==> config.mk <==
export PLATFORM = sky130hd
export DESIGN_NAME = opcode_encoder
export DESIGN_NICKNAME = d
export VERILOG_FILES = /design/src/rtl/opcode_encoder.sv
export SDC_FILE = /design/constraint.sdc
export NUM_CORES = 1
export LEC_CHECK = 0
export CORE_MARGIN = 1.5
export CORE_UTILIZATION = 46
export DETAILED_ROUTE_END_ITERATION = 8
export PLACE_DENSITY = 0.75
export SYNTH_ARGS = -nofsm -noshare
export SYNTH_HDL_FRONTEND = slang
export SYNTH_SLANG_ARGS = --single-unit
==> constraint.sdc <==
create_clock -name CLK -period 2.63 [get_ports CLK]
set_input_delay 0.263 -clock CLK [delete_from_list [all_inputs] [get_ports CLK]]
set_output_delay 0.263 -clock CLK [all_outputs]
set_load 0.03 [all_outputs]
==> src/rtl/opcode_encoder.sv <==
// One-hot to binary opcode encoder feeding a 2-entry FIFO with a ready/valid
// handshake on both sides and a saturating count of malformed inputs.
module opcode_encoder (
    input  logic       CLK,
    input  logic       RESET_N,
    input  logic [7:0] DECODED_SIGNAL,
    input  logic       IN_VALID,
    output logic       IN_READY,
    output logic [2:0] OPCODE,
    output logic       ERROR,
    output logic       OUT_VALID,
    input  logic       OUT_READY,
    output logic [7:0] ERR_COUNT
);

    localparam int unsigned IN_W  = 8;
    localparam int unsigned OP_W  = 3;
    localparam int unsigned CNT_W = 8;

    typedef enum logic [1:0] {
        EMPTY = 2'd0,
        ONE   = 2'd1,
        FULL  = 2'd2
    } state_t;

    state_t            state_q;
    state_t            state_d;

    logic [OP_W-1:0]   enc_opcode_c;
    logic              enc_error_c;
    logic              push_c;
    logic              pop_c;

    logic [OP_W-1:0]   mem_opcode [2];
    logic              mem_error  [2];
    logic              wr_ptr_q;
    logic              rd_ptr_q;
    logic              rd_ptr_d;
    logic [OP_W-1:0]   head_opcode_d;
    logic              head_error_d;

    // Highest set bit wins; zero or multiple bits set flag an error.
    always_comb begin
        enc_opcode_c = '0;
        for (int i = 0; i < int'(IN_W); i++) begin
            if (DECODED_SIGNAL[i]) begin
                enc_opcode_c = OP_W'(i);
            end
        end
        enc_error_c = (DECODED_SIGNAL == '0) ||
                      ((DECODED_SIGNAL & (DECODED_SIGNAL - IN_W'(1))) != '0);
    end

    assign push_c = IN_VALID & IN_READY;
    assign pop_c  = OUT_VALID & OUT_READY;

    // Occupancy state register.
    always_ff @(posedge CLK or negedge RESET_N) begin
        if (!RESET_N) begin
            state_q <= EMPTY;
        end else begin
            state_q <= state_d;
        end
    end

    // Occupancy next state; simultaneous push and pop leaves it unchanged.
    always_comb begin
        state_d = state_q;
        case (state_q)
            EMPTY: begin
                if (push_c) begin
                    state_d = ONE;
                end
            end
            ONE: begin
                if (push_c && !pop_c) begin
                    state_d = FULL;
                end else if (pop_c && !push_c) begin
                    state_d = EMPTY;
                end
            end
            FULL: begin
                if (pop_c) begin
                    state_d = ONE;
                end
            end
            default: state_d = EMPTY;
        endcase
    end

    // Head after this edge: the incoming entry bypasses storage when it
    // lands in the slot the read pointer will point at.
    always_comb begin
        rd_ptr_d = rd_ptr_q ^ pop_c;
        if (push_c && (wr_ptr_q == rd_ptr_d)) begin
            head_opcode_d = enc_opcode_c;
            head_error_d  = enc_error_c;
        end else begin
            head_opcode_d = mem_opcode[rd_ptr_d];
            head_error_d  = mem_error[rd_ptr_d];
        end
    end

    // Storage and pointers.
    always_ff @(posedge CLK or negedge RESET_N) begin
        if (!RESET_N) begin
            mem_opcode[0] <= '0;
            mem_opcode[1] <= '0;
            mem_error[0]  <= 1'b0;
            mem_error[1]  <= 1'b0;
            wr_ptr_q      <= 1'b0;
            rd_ptr_q      <= 1'b0;
        end else begin
            if (push_c) begin
                mem_opcode[wr_ptr_q] <= enc_opcode_c;
                mem_error[wr_ptr_q]  <= enc_error_c;
                wr_ptr_q             <= ~wr_ptr_q;
            end
            rd_ptr_q <= rd_ptr_d;
        end
    end

    // Registered handshake and head outputs, all derived from next state.
    always_ff @(posedge CLK or negedge RESET_N) begin
        if (!RESET_N) begin
            IN_READY  <= 1'b0;
            OUT_VALID <= 1'b0;
            OPCODE    <= '0;
            ERROR     <= 1'b0;
        end else begin
            IN_READY  <= (state_d != FULL);
            OUT_VALID <= (state_d != EMPTY);
            OPCODE    <= head_opcode_d;
            ERROR     <= head_error_d;
        end
    end

    // Error count is taken at acceptance and sticks at all ones.
    always_ff @(posedge CLK or negedge RESET_N) begin
        if (!RESET_N) begin
            ERR_COUNT <= '0;
        end else if (push_c && enc_error_c && (ERR_COUNT != {CNT_W{1'b1}})) begin
            ERR_COUNT <= ERR_COUNT + CNT_W'(1);
        end
    end

endmodule
==> flow_summary.html <==
<table>
<tr><th>Metric</th><th>Value</th></tr>
<tr><th colspan="2">Status</th></tr>
<tr><td>Outcome</td><td>complete, but fails checks</td></tr>
<tr><td>Violations in the final reports</td><td>DRC</td></tr>
<tr><th colspan="2">Timing</th></tr>
<tr><td>Hold violation count in the final report</td><td>0</td></tr>
<tr><td>Setup repair after global routing missed its margin</td><td>no</td></tr>
<tr><td>Setup TNS Final</td><td>0 ps</td></tr>
<tr><td>Pins over their slew limit</td><td>0</td></tr>
<tr><td>Worst slew margin relative to its limit</td><td>0.544</td></tr>
<tr><td>Worst path setup slack after routing</td><td>674 ps</td></tr>
<tr><td>Minimum clock period after layout</td><td>slightly below 2000 ps</td></tr>
<tr><td>Period Utilization, post-route</td><td>0.744</td></tr>
<tr><td>Largest clock skew in the final design</td><td>24.1 ps</td></tr>
<tr><td>Actual transition at the worst max-transition pin</td><td>around 680 ps</td></tr>
<tr><td>Top achievable clock speed</td><td>511 MHz</td></tr>
<tr><td>Final setup vio count</td><td>0</td></tr>
<tr><th colspan="2">Critical path</th></tr>
<tr><td>Reg2Reg Depth</td><td>6</td></tr>
<tr><td>Kind of launch point of the worst setup path</td><td>primary input</td></tr>
<tr><td>Critical register-to-register path startpoint</td><td>OUT_VALID$_DFF_PN0_</td></tr>
<tr><td>Sort of element at the end of the critical path</td><td>flip-flop</td></tr>
<tr><td>Type of the setup path with the least slack</td><td>in -&gt; reg</td></tr>
<tr><td>Arr. time, crit path</td><td>2170 ps</td></tr>
<tr><td>Reg-to-reg critical path endpoint</td><td>ERROR$_DFF_PN0_</td></tr>
<tr><td>Flop-to-flop setup slack</td><td>790 ps</td></tr>
<tr><td>Max Fanout on Critical Path</td><td>7</td></tr>
<tr><td>Data required, critical path</td><td>2850 ps</td></tr>
<tr><th colspan="2">Route</th></tr>
<tr><td>ANT nets after route</td><td>0</td></tr>
<tr><td>Pre-Repair DR Iteration Count</td><td>6</td></tr>
<tr><td>Number of design-rule violations left by the first detailed-router iteration</td><td>37</td></tr>
<tr><td>Sum of routed wire length over all layers</td><td>2.83 mm</td></tr>
<tr><td>Post-DR wirelength/cell</td><td>~14 µm</td></tr>
<tr><td>DRC Markers</td><td>2</td></tr>
<tr><td>Total vias in the final route</td><td>1203</td></tr>
<tr><td>Ratio of routed vias to standard cells</td><td>6.05</td></tr>
<tr><th colspan="2">Placed design</th></tr>
<tr><td>Placer Congestion</td><td>0.807</td></tr>
<tr><td>Dpl hpwl</td><td>2.05 mm</td></tr>
<tr><td>Setup slack at placement</td><td>342 ps</td></tr>
<tr><td>Port-buffer cells</td><td>25</td></tr>
<tr><th colspan="2">Die</th></tr>
<tr><td>Core area</td><td>around 2800 µm²</td></tr>
<tr><td>Number of top-level pins</td><td>26</td></tr>
<tr><td>Number of cell rows</td><td>19</td></tr>
<tr><td>Starting Density</td><td>0.492</td></tr>
<tr><td>Die Outline Area</td><td>3340 µm²</td></tr>
<tr><td>Overall die height</td><td>57.8 µm</td></tr>
<tr><td>Die boundary width</td><td>57.8 µm</td></tr>
<tr><th colspan="2">CTS</th></tr>
<tr><td>Post-CTS Hold Buffers</td><td>0</td></tr>
<tr><td>Gates resized, CTS repair</td><td>0</td></tr>
<tr><td># clock sinks</td><td>26</td></tr>
<tr><td>Clock-pin transition on the worst setup and hold timing paths</td><td>160 ps</td></tr>
<tr><td>Clock tree from TritonCTS</td><td>built</td></tr>
<tr><td>H-tree depth</td><td>1</td></tr>
<tr><td>Clock buffer count from CTS</td><td>3</td></tr>
<tr><td>Buffer count from post-CTS setup fixing</td><td>0</td></tr>
<tr><td>Cell at the root of the clock tree</td><td>sky130_fd_sc_hd__clkbuf_4</td></tr>
<tr><td>Clock latency reported for the late side of the worst-skew pair</td><td>approximately 340 ps</td></tr>
<tr><td>Longest Clk Path Bufs</td><td>2</td></tr>
<tr><th colspan="2">Yosys</th></tr>
<tr><td>EDFF count, synth</td><td>0</td></tr>
<tr><td>Number of distinct library cells after synthesis</td><td>45</td></tr>
<tr><td>Cells taking the most area after synthesis</td><td>sky130_fd_sc_hd__dfrtp_1 47%, sky130_fd_sc_hd__xor2_1 4.4%, sky130_fd_sc_hd__nand3_1 3.6%, sky130_fd_sc_hd__nor2_1 3.5%, sky130_fd_sc_hd__nand2_1 3.3%</td></tr>
<tr><td>Cell type with the highest aggregate area in the netlist</td><td>sky130_fd_sc_hd__dfrtp_1</td></tr>
<tr><td>Post-Synthesis Net Count</td><td>154</td></tr>
<tr><td>Instance count of the mapped netlist</td><td>around 140</td></tr>
<tr><td>Mean instance size in the synthesized netlist</td><td>9.80 µm²</td></tr>
<tr><td>YS warnings</td><td>0</td></tr>
<tr><td>Multiplexer share of the synthesized area</td><td>0.0263</td></tr>
<tr><td>Main combinational cell family by area after synthesis</td><td>simple AND/OR/NAND/NOR gates</td></tr>
<tr><td>Basic-gate share of the synthesized area counting and, or, nand and nor cells</td><td>0.229</td></tr>
<tr><td>Async set-or-reset flop fraction in the synthesized netlist</td><td>1.00</td></tr>
<tr><td>Ranking of synthesized cells by instance count</td><td>26 x sky130_fd_sc_hd__dfrtp_1, 13 x sky130_fd_sc_hd__nor2_1, 12 x sky130_fd_sc_hd__nand2_1</td></tr>
<tr><td>Cell area after technology mapping</td><td>roughly 1400 µm²</td></tr>
<tr><td>Adder-cell area share of the yosys netlist</td><td>0.00906</td></tr>
<tr><td>Share of the yosys chip area belonging to registers</td><td>0.471</td></tr>
<tr><td>Area share of xor/xnor cells in the synthesized design</td><td>0.0571</td></tr>
<tr><td>Compound-cell area share of the yosys netlist</td><td>0.194</td></tr>
<tr><td>Most common cell in the synthesized netlist</td><td>sky130_fd_sc_hd__dfrtp_1</td></tr>
<tr><td>Yosys top cell area share</td><td>0.471</td></tr>
<tr><td>Register bit total from synthesis</td><td>26</td></tr>
<tr><td>Dominant register cell in the synthesized netlist</td><td>sky130_fd_sc_hd__dfrtp_1</td></tr>
<tr><th colspan="2">Power and ir drop</th></tr>
<tr><td>Power density cells</td><td>~1100 nW/µm²</td></tr>
<tr><td>Maximum resistive drop on vdd</td><td>844 µV</td></tr>
<tr><td>Share of power burned in combinational logic</td><td>0.462</td></tr>
<tr><td>Leakage Power</td><td>0.699 nW</td></tr>
<tr><td>Total internal power</td><td>1.09 mW</td></tr>
<tr><td>Overall power</td><td>between 1.5 and 2 mW</td></tr>
<tr><td>Relative contribution of sequential cells to total power</td><td>0.387</td></tr>
<tr><td>Share of power burned in the clock network</td><td>0.151</td></tr>
<tr><td>Psw</td><td>0.759 mW</td></tr>
<tr><td>Switching fraction of total power</td><td>0.411</td></tr>
<tr><th colspan="2">Global route</th></tr>
<tr><td>Total Routing Usage GR</td><td>0.188</td></tr>
<tr><td>Aggregate global routing overflow</td><td>0</td></tr>
<tr><td>Wire length of the first global-routing pass</td><td>4.88 mm</td></tr>
<tr><td>Maximum number of pins on one net before global-route repair</td><td>27</td></tr>
<tr><td>Antenna violations before repair</td><td>0</td></tr>
<tr><td>Met3 Resource Use GR</td><td>0.0469</td></tr>
<tr><td>GRT met1 Usage</td><td>0.230</td></tr>
<tr><td>Global-route layer with the greatest usage</td><td>met2</td></tr>
<tr><td>Number of global-route vias before repair</td><td>1160</td></tr>
<tr><td>Met2 usage in global routing</td><td>0.323</td></tr>
<tr><th colspan="2">Final layout</th></tr>
<tr><td>Relative area change from synthesis to final layout</td><td>24.5%</td></tr>
<tr><td>Number of nets in the layout</td><td>182</td></tr>
<tr><td>Number of diodes added for antenna fixing</td><td>0</td></tr>
<tr><td>Share of post-route cells with drive strength above 1</td><td>0.0833</td></tr>
<tr><th colspan="2">Flow run</th></tr>
<tr><td>Max-cap violation count</td><td>0</td></tr>
<tr><th colspan="2">Hold path</th></tr>
<tr><td>Type of the worst min-delay path</td><td>in -&gt; async</td></tr>
</table>
## registers in the layout, indices dropped and copies added (netlist names), 2 cells and up
signal / count
mem_error: 2
state_q: 2
mem_opcode: 6
OPCODE: 3
ERR_COUNT: 8
## through the flow
stage               cell area (µm²)   util  hold WS, ps  instances
floorplan                      1380      -        -32.6        141
global placement               1670  0.594          467        195
detailed placement             1670  0.594          476        195
CTS                            1720  0.613          282        199
global route                   1720  0.613          283        199
finish                         1720  0.613          265        199
## critical path: stages
cell                              delay (ps)
sky130_fd_sc_hd__clkdlybuf4s50_1         510
sky130_fd_sc_hd__nor4_4                  410
sky130_fd_sc_hd__mux2i_1                 370
sky130_fd_sc_hd__a21oi_4                 130
sky130_fd_sc_hd__nor2_2                  180
sky130_fd_sc_hd__mux2_4                  310
## worst max path at each step
stage / end / cells after the start / startpoint / slack [ps]
detailed placement: ERR_COUNT[1]$_DFFE_PN0P_ / 6 / DECODED_SIGNAL[2] / 340
global route: ERR_COUNT[5]$_DFFE_PN0P_ / 6 / DECODED_SIGNAL[2] / 570
global placement: ERR_COUNT[1]$_DFFE_PN0P_ / 6 / DECODED_SIGNAL[2] / 380
finish: ERR_COUNT[1]$_DFFE_PN0P_ / 6 / DECODED_SIGNAL[2] / 670
CTS: ERR_COUNT[1]$_DFFE_PN0P_ / 6 / DECODED_SIGNAL[2] / 680
floorplan: ERROR$_DFF_PN0_ / 5 / OUT_VALID$_DFF_PN0_ / 930
## kinds of logic (layout without fill, tap and decap cells)
family | count (synthesis) | after routing
adders and majority gates | 1 | 1
and+or+nand+nor | 59 | 59
buffers and inverters | 5 | 32
DFF | 26 | 26
xor gates and xnor gates | 9 | 9
AOI/OAI and AO/OA | 38 | 38
muxes | 3 | 3
## final cells by class
type                       count  area, µm²
clock buffer                   3       22.5
fill                         237       1090
multi-input combinational    110        712
timing repair buffer          26        258
sequential                    26        651
tap                           31       38.8
clock inverter                 1       30.0
inverter                       2       7.51
## power groups by stage
stage,registers (mW),logic (mW),clock network (mW)
2_1_floorplan,0.843,0.427,0
3_3_place_gp,0.713,0.834,0
3_5_place_dp,0.719,0.857,0
4_1_cts,0.714,0.858,0.284
5_1_grt,0.741,0.939,0.301
6_report,0.714,0.853,0.279
## cell usage in the layout, fill, tap and decap left out, types with 3 or more instances in the layout
cell type | Yosys | layout
sky130_fd_sc_hd__xor2_1 | 7 | 7
sky130_fd_sc_hd__o211ai_1 | 3 | 3
sky130_fd_sc_hd__clkdlybuf4s50_1 | 0 | 25
sky130_fd_sc_hd__o21ai_0 | 4 | 4
sky130_fd_sc_hd__a21oi_1 | 8 | 8
sky130_fd_sc_hd__dfrtp_1 | 26 | 26
sky130_fd_sc_hd__nor3b_1 | 4 | 4
sky130_fd_sc_hd__nand2_1 | 12 | 12
sky130_fd_sc_hd__clkbuf_4 | 0 | 3
sky130_fd_sc_hd__nand3_1 | 10 | 10
sky130_fd_sc_hd__nor3_1 | 5 | 5
sky130_fd_sc_hd__nor2_1 | 13 | 13
sky130_fd_sc_hd__o21bai_1 | 4 | 4
## routing by layer
metal | vias up | part of all wire
li1 | 580 | -
met1 | 592 | 0.45
met2 | 27 | 0.50
met3 | 4 | 0.039
met4 | 0 | 0.012
met5 | - | 0
Power figures use the tool's default switching activity.
